==> src/rtl/vram_bus_sched.sv <==
// PPU VRAM bus scheduler: two-cycle ALE/data transactions shared between render fetches and the CPU $2007 port.
// Optional starvation guard for CPU requests is enabled by defining VRAM_SCHED_STARVE_GUARD_EN.
module vram_bus_sched #(
    parameter int AW           = 14,
    parameter int DW           = 8,
    parameter int STARVE_LIMIT = 16
) (
    input  logic          CLK,
    input  logic          RES,
    input  logic          BLNK,
    input  logic          REN_REQ,
    input  logic [AW-1:0] REN_ADDR,
    output logic          REN_ACK,
    output logic [DW-1:0] REN_DATA,
    output logic          REN_VLD,
    input  logic          CPU_RD,
    input  logic          CPU_WR,
    input  logic [DW-1:0] CPU_WDATA,
    input  logic [AW-1:0] CPU_ADDR,
    output logic          CPU_BUSY,
    output logic          CPU_OVF,
    input  logic [DW-1:0] PD_IN,
    output logic [AW-1:0] PA_OUT,
    output logic [DW-1:0] PD_OUT,
    output logic          PD_OE,
    output logic          ALE,
    output logic          RD,
    output logic          WR,
    output logic [DW-1:0] RB_DATA,
    output logic          RB_LOAD,
    output logic          TSTEP
);

    typedef enum logic [2:0] {IDLE, R_ALE, R_DAT, C_ALE, C_DAT} state_t;

    state_t        state_q, state_d;
    logic          pend_q, pend_d;
    logic          pendWr_q, pendWr_d;
    logic [DW-1:0] pendData_q, pendData_d;
    logic          curWr_q, curWr_d;
    logic [DW-1:0] curData_q, curData_d;
    logic [AW-1:0] addr_q, addr_d;
    logic          renVld_q, renVld_d;
    logic [DW-1:0] renData_q, renData_d;
    logic          rbLoad_q, rbLoad_d;
    logic [DW-1:0] rbData_q, rbData_d;

    logic          cpuPulse, effPend, effWr, renGo, decide, grant, starveHit;
    logic [DW-1:0] effData;

    // A pulse in the current cycle counts as pending so a free bus grants it on the next edge.
    assign cpuPulse = CPU_RD | CPU_WR;
    assign effPend  = pend_q | cpuPulse;
    assign effWr    = cpuPulse ? CPU_WR : pendWr_q;
    assign effData  = cpuPulse ? CPU_WDATA : pendData_q;
    assign renGo    = REN_REQ & ~BLNK;
    assign decide   = (state_q == IDLE) || (state_q == R_DAT) || (state_q == C_DAT);
    assign grant    = decide && (state_d == C_ALE);

`ifdef VRAM_SCHED_STARVE_GUARD_EN
    localparam logic [7:0] StarveLim = 8'(STARVE_LIMIT);
    logic [7:0] starve_q, starve_d;

    assign starveHit = (starve_q >= StarveLim);

    always_comb begin
        starve_d = starve_q;
        if (grant) begin
            starve_d = '0;
        end else if (pend_q && (starve_q < StarveLim)) begin
            starve_d = starve_q + 8'd1;
        end
    end

    always_ff @(posedge CLK) begin
        if (RES) begin
            starve_q <= '0;
        end else begin
            starve_q <= starve_d;
        end
    end
`else
    assign starveHit = 1'b0;
`endif

    always_comb begin
        state_d = state_q;
        unique case (state_q)
            R_ALE:   state_d = R_DAT;
            C_ALE:   state_d = C_DAT;
            default: begin
                if (effPend && starveHit) begin
                    state_d = C_ALE;
                end else if (renGo) begin
                    state_d = R_ALE;
                end else if (effPend) begin
                    state_d = C_ALE;
                end else begin
                    state_d = IDLE;
                end
            end
        endcase
    end

    // The pending slot empties when its request is granted; a pulse in that same cycle supersedes it.
    always_comb begin
        pend_d     = pend_q;
        pendWr_d   = pendWr_q;
        pendData_d = pendData_q;
        curWr_d    = curWr_q;
        curData_d  = curData_q;
        addr_d     = addr_q;
        if (grant) begin
            pend_d    = 1'b0;
            curWr_d   = effWr;
            curData_d = effData;
        end else if (cpuPulse) begin
            pend_d     = 1'b1;
            pendWr_d   = CPU_WR;
            pendData_d = CPU_WDATA;
        end
        if (state_q == R_ALE) begin
            addr_d = REN_ADDR;
        end else if (state_q == C_ALE) begin
            addr_d = CPU_ADDR;
        end
        renVld_d  = (state_q == R_DAT);
        renData_d = (state_q == R_DAT) ? PD_IN : renData_q;
        rbLoad_d  = (state_q == C_DAT) && !curWr_q;
        rbData_d  = ((state_q == C_DAT) && !curWr_q) ? PD_IN : rbData_q;
    end

    always_ff @(posedge CLK) begin
        if (RES) begin
            state_q    <= IDLE;
            pend_q     <= 1'b0;
            pendWr_q   <= 1'b0;
            pendData_q <= '0;
            curWr_q    <= 1'b0;
            curData_q  <= '0;
            addr_q     <= '0;
            renVld_q   <= 1'b0;
            renData_q  <= '0;
            rbLoad_q   <= 1'b0;
            rbData_q   <= '0;
        end else begin
            state_q    <= state_d;
            pend_q     <= pend_d;
            pendWr_q   <= pendWr_d;
            pendData_q <= pendData_d;
            curWr_q    <= curWr_d;
            curData_q  <= curData_d;
            addr_q     <= addr_d;
            renVld_q   <= renVld_d;
            renData_q  <= renData_d;
            rbLoad_q   <= rbLoad_d;
            rbData_q   <= rbData_d;
        end
    end

    // Every output is forced low while reset is asserted so an abandoned access emits no strobes.
    always_comb begin
        REN_ACK  = 1'b0;
        REN_DATA = '0;
        REN_VLD  = 1'b0;
        CPU_BUSY = 1'b0;
        CPU_OVF  = 1'b0;
        PA_OUT   = '0;
        PD_OUT   = '0;
        PD_OE    = 1'b0;
        ALE      = 1'b0;
        RD       = 1'b0;
        WR       = 1'b0;
        RB_DATA  = '0;
        RB_LOAD  = 1'b0;
        TSTEP    = 1'b0;
        if (!RES) begin
            REN_ACK  = (state_q == R_ALE);
            REN_DATA = renData_q;
            REN_VLD  = renVld_q;
            CPU_BUSY = pend_q || (state_q == C_ALE) || (state_q == C_DAT);
            CPU_OVF  = cpuPulse && (pend_q || (CPU_RD && CPU_WR));
            ALE      = (state_q == R_ALE) || (state_q == C_ALE);
            if (state_q == R_ALE) begin
                PA_OUT = REN_ADDR;
            end else if (state_q == C_ALE) begin
                PA_OUT = CPU_ADDR;
            end else begin
                PA_OUT = addr_q;
            end
            if (((state_q == C_ALE) || (state_q == C_DAT)) && curWr_q) begin
                PD_OE  = 1'b1;
                PD_OUT = curData_q;
            end
            RD       = (state_q == R_DAT) || ((state_q == C_DAT) && !curWr_q);
            WR       = (state_q == C_DAT) && curWr_q;
            TSTEP    = (state_q == C_DAT);
            RB_DATA  = rbData_q;
            RB_LOAD  = rbLoad_q;
        end
    end

endmodule

==> config.mk <==
export PLATFORM = sky130hd
export DESIGN_NAME = vram_bus_sched
export DESIGN_NICKNAME = d
export VERILOG_FILES = /design/src/rtl/vram_bus_sched.sv
export SDC_FILE = /design/constraint.sdc
export NUM_CORES = 1
export LEC_CHECK = 0
export ABC_AREA = 1
export CORE_AREA = 2 2 74 90
export CTS_CLUSTER_DIAMETER = 30
export DETAILED_ROUTE_END_ITERATION = 6
export DIE_AREA = 0 0 76 92
export PLACE_DENSITY = 0.81
export SYNTH_ARGS = -nofsm -noshare
export SYNTH_HDL_FRONTEND = slang
export SYNTH_SLANG_ARGS = --single-unit
export TNS_END_PERCENT = 50
==> constraint.sdc <==
create_clock -name CLK -period 1.5 [get_ports CLK]
set_clock_uncertainty 0.05 [all_clocks]
set_input_delay 0.225 -clock CLK [delete_from_list [all_inputs] [get_ports CLK]]
set_output_delay 0.225 -clock CLK [all_outputs]
set_load 0.02 [all_outputs]
======== Word-level counts from Yosys, hierarchy flattened ========
Index checks and enable logic that the tools add are counted.
storage, ports and cells
  input port bits ......................... 50
  output and inout port bits .............. 48
  word-level logic and storage cells ...... 60
  bits in registers ....................... 54
cells by class
  muxes and demuxes ....................... 23
  equality and inequality tests ........... 5
  reduce and logical (&&, ||, !) cells .... 17
  bitwise gates (word level) .............. 4
operators with widths
  cell                  number
  $mux W14              3
  $mux W8               5
  $mux W1               12
  $eq A3 B2 Y1 const B  3
  $logic_or A1 B1 Y1    8
  $logic_and A1 B1 Y1   6
  $pmux W3 S2           1
  $mux W2               2
  $eq A3 B1 Y1 const B  1
  $eq A3 B3 Y1 const B  1
  $logic_not A3 Y1      1
  $or A1 B1 Y1          2
  $reduce_or A2 Y1      1
  $and A1 B1 Y1         1
  $logic_not A1 Y1      1
  $not A1 Y1            1

======== Logic depth before layout (Yosys ltp) ========
  depth in word-level cells ............... 8
  gate-level depth with buffers ........... 9

======== Worst setup path after synthesis ========
No wires, ideal clock.
  path kind ............................... reg2out
  start ................................... reg state_q[1]
  end ..................................... out PD_OUT[0]
  path buffers ............................ 1
  setup slack ............................. -0.077 ns
  data arrival time ....................... 1.302 ns
  cell stages (with the launch flop) ...... 6
  path through ............................ dfxtp_1 > nand3_2 > buf_4 > a21oi_1 > nand2_1 > nor2_1
on the way
  word-level cells in the longest chain between the ends .. 5
  elaborated cells on any way between the ends .. 6
  classes of those cells .................. eq/ne (2); mux (2); reduce/logical (2)
RTL lines
  what                                          RTL line  text
  start, declared                               36        state_t state_q, state_d;
  start signal, assigned                        147       state_q <= state_d;
  $eq A3 B2 Y1 or $eq A3 B3 Y1 (tied branches)  191       if (((state_q == C_ALE) || (state_q == C_DAT)) && curWr_q) begin
  $logic_or A1 B1 Y1 *                          191
  $logic_and A1 B1 Y1 *                         191
  $mux W8 *                                     191
  $mux W8 *                                     177       if (!RES) begin
  end, declared                                 24        output logic [DW-1:0] PD_OUT,
Mark *: on every way between the ends. The rest lies on a longest branch, timed or not.

======== Worst setup path in the final report ========
  start ................................... reg state_q[2]
  end ..................................... reg addr_q[13]
on the way
  word-level cells in the longest chain between the ends .. 4
  elaborated cells on any way between the ends .. 5
  classes of those cells .................. eq/ne (2); mux (3)
RTL lines
  what                      RTL line  text
  $eq A3 B2 Y1              124       end else if (state_q == C_ALE) begin
  $mux W14                  n/a
  $mux W14 * (2 in series)  n/a
  end signal, assigned      153       addr_q <= addr_d;
  end, declared             42        logic [AW-1:0] addr_q, addr_d;
Marked as above.
A chain may end at the register's enable or synchronous reset.

==> impl_results.md <==
- Count of final hold-check violations: 0
- Post-route ant nets: 0
- Fill cells: about 470
- Final Setup Violations: 49
- Antenna violations before repair: 0
- Core area: a little over 6000 um^2
- Via-to-Cell Ratio: about 4.8
- Reg2Reg Depth: 12
- Total GRT Usage: 21.2%
- Total die area: between 6000 and 7000 um^2
- Worst setup EP type: flop
- Post-route cell area: roughly 4300 um^2
- Layout cells sized above 1: between 30 and 40%
- Setup slack at placement: -0.659 ns
- Fin util: between 60% and 70%
- Pre-Repair DR Iteration Count: 4
- Biggest area consumer among synthesized cells: dfxtp_1
- LEAKAGE: 2.05 nW
- Net count, final: about 550
- Required @ worst endpoint: 1.67 ns
- Max frequency: between 500 and 600 MHz
- Total Power: between 4 and 5 mW
- First-pass GRT wire length: 12.2 mm
- Setup crit end: addr_q[13]$_DFF_P_
- Worst Hold Class: input port to flop
- CP Launch Type: flop
- Rel. slew slack: 81.2%
- Clk Latency, worst-skew pair: 0.31 ns
- Chip height: approximately 92 um
- Synthesis-stage register bit count: 54
- Synth Instances: ~370
- # DRC: 0
- Critical path type: flop to flop
- Worst-path fanout max: 7
- Post-DP Area: around 3800 um^2
- Via count: approximately 2800
- Routed len/inst: between 10 and 15 um
- Post-synth top area share: 41.7%
- Fin cells: approximately 590
- Synth Net Count: about 420
- Syn Area/Cell: approximately 7 um^2
- Synthesized area: about 2600 um^2
- Final hold slack: between 0.3 and 0.4 ns
- Layout area overhead: 64.2%
- Origin of the critical flop-to-flop path: state_q[2]$_SDFF_PP0_
- FP Rows: 32
- Status: finished with violations
- Power per standard cell area: roughly 1100 nW/um^2
- Top post-synthesis cells by area: dfxtp_1, inv_1, nand2_1, nor2_1, nand3_1
- Hpwl dp: around 4.9 mm
- Minimum clock period: 1.84 ns
- Unrepaired setup endpoints after global routing: true
- Dpl cells: 566
- Syn. warnings: 0
- Worst R2R Setup Slack: -0.34 ns
- GR Overflow Total: 0
- Max Cap Viol: 0
- RR Endpoint: addr_q[13]$_DFF_P_
- Final GP Congestion: slightly below 0.8
- Fin Setup TNS: -8.47 ns
- Antenna diodes: 0
- Synth cell types: 25
- Root Buffer: clkbuf_8
- Starting Density: between 40% and 50%
- Critical path data arrival time: roughly 2 ns
- Final period util: 123%
- Slew Viols, Final: 0
- Worst Max-Slew Pin Slew: between 0.2 and 0.3 ns
- Critical Path Start: state_q[2]$_SDFF_PP0_
- I/O pin count: slightly below 100
- Failing checks: negative setup slack
- # clock sinks: 54
- Htree depth: 2
- CTS tree: built
- TritonCTS buffer count: 5
- Die Span X: around 76 um
- DRT iter0 DRCs: between 90 and 100
- Routed WL: roughly 8 mm
- Sequential share of the synthesized area: about two fifths
- Max IR drop VDD: 0.786 mV
- Footprint of the multi-input gates: 1310 um^2
- Clk pin slew, worst setup/hold paths: about 0.11 ns
- Vias in the first global route: ~2700
- CTS Buffer Depth: 2
- Storage cell area: about 1100 um^2
- Worst Slack Setup Final: -0.340 ns
- IO buf count: 97
- Largest net degree at the start of global routing: 38
==> report_power, final <==
part	switching [mW]	leakage [nW]	total (mW)	internal, mW
registers	0.121	0.447	1.79	1.67
logic	0.990	1.55	1.87	0.878
clock network	0.525	0.0563	1.03	0.509
total	1.64	2.05	4.69	3.05
==> layout make-up <==
cell class / count / share of cell area [%]
clock inverter: 3 / 1.15
timing repair buffer: 144 / 32.1
clock buffer: 5 / 1.62
tap: 85 / 2.50
multi-input combinational: 228 / 30.8
sequential: 54 / 25.7
inverter: 68 / 6.26
==> cells in the mapped netlist, drive strengths merged <==
master,number
o211ai,14
dfxtp,54
a21oi,33
clkbuf,8
nor2,52
clkinv,1
nand4,1
o21ai,17
buf,15
nor3,2
inv,67
o22a,8
nand3,36
nand2,63
a311oi,1
==> worst max-delay path, stage by stage, from the launching register on <==
cell and delay [ns]:
dfxtp_4 0.38, inv_4 0.06, nand3_4 0.14, buf_8 0.20, nand2_2 0.06, nand3_2 0.05, o211ai_1 0.09, inv_1 0.11
buf_4 0.14, buf_4 0.12, buf_4 0.12, buf_4 0.12, buf_4 0.12
==> registers in the layout, summed over array words and instances, names as in the netlist, 3 cells and up <==
signal,flops
addr_q,14
curData_q,8
pendData_q,8
rbData_q,8
renData_q,8
state_q,3
==> worst min-delay path by stage <==
stage / start / end / slack (ns) / depth (start not counted)
3_5_place_dp: rbData_q[2]$_SDFFE_PP0P_ / rbData_q[2]$_SDFFE_PP0P_ / 0.40 / 2
5_1_grt: RES / state_q[0]$_SDFF_PP0_ / 0.36 / 3
6_report: RES / rbLoad_q$_SDFF_PP0_ / 0.35 / 3
4_1_cts: rbData_q[2]$_SDFFE_PP0P_ / rbData_q[2]$_SDFFE_PP0P_ / 0.41 / 2
2_1_floorplan: RES / renVld_q$_SDFF_PP0_ / 0.29 / 1
3_3_place_gp: rbData_q[6]$_SDFFE_PP0P_ / rbData_q[6]$_SDFFE_PP0P_ / 0.39 / 2
==> metal layers <==
layer	share of wire [%]	vias up	GRT usage, %
met3	5.5	18	4.82
li1	-	1429	-
met4	2.2	0	7.12
met2	53	95	38.7
met1	39	1264	24.3
met5	0	-	0
==> logic make-up after synthesis <==
| kind of cell | Yosys count | share of synthesized area [%] |
|---|---|---|
| AOI/OAI and AO/OA | 73 | 18.0 |
| buffers and inverters | 91 | 15.0 |
| DFF | 54 | 41.7 |
| and+or+nand+nor | 154 | 25.3 |
==> what timing repair did <==
item / in CTS / in global routing
pin swaps: 16 / 4
setup buffers: 10 / 2
gates cloned: 1 / 0
hold buffers: 0 / 0
gates resized for setup: 265 / 30
endpoints found under the setup margin: 50 / 68
==> cells in the final DEF, fill, tap and decap left out, types with 3 or more instances in the layout <==
cell             instances
a21oi_1                 21
nand3_1                 24
dlygate4sd2_1            8
buf_12                   5
nand2_4                  5
nand2_2                 12
o21ai_0                 16
nor2_4                   3
clkdlybuf4s50_1         48
buf_4                   50
o211ai_1                14
a21oi_2                 11
o22a_1                   8
nor2_1                  43
inv_1                   61
buf_6                   25
dfxtp_4                  3
clkbuf_8                 5
buf_2                    5
nor2_2                   6
nand2_1                 47
inv_2                    4
nand3_2                 10
dfxtp_1                 51
Note: power is estimated with default switching activity, not from simulation.
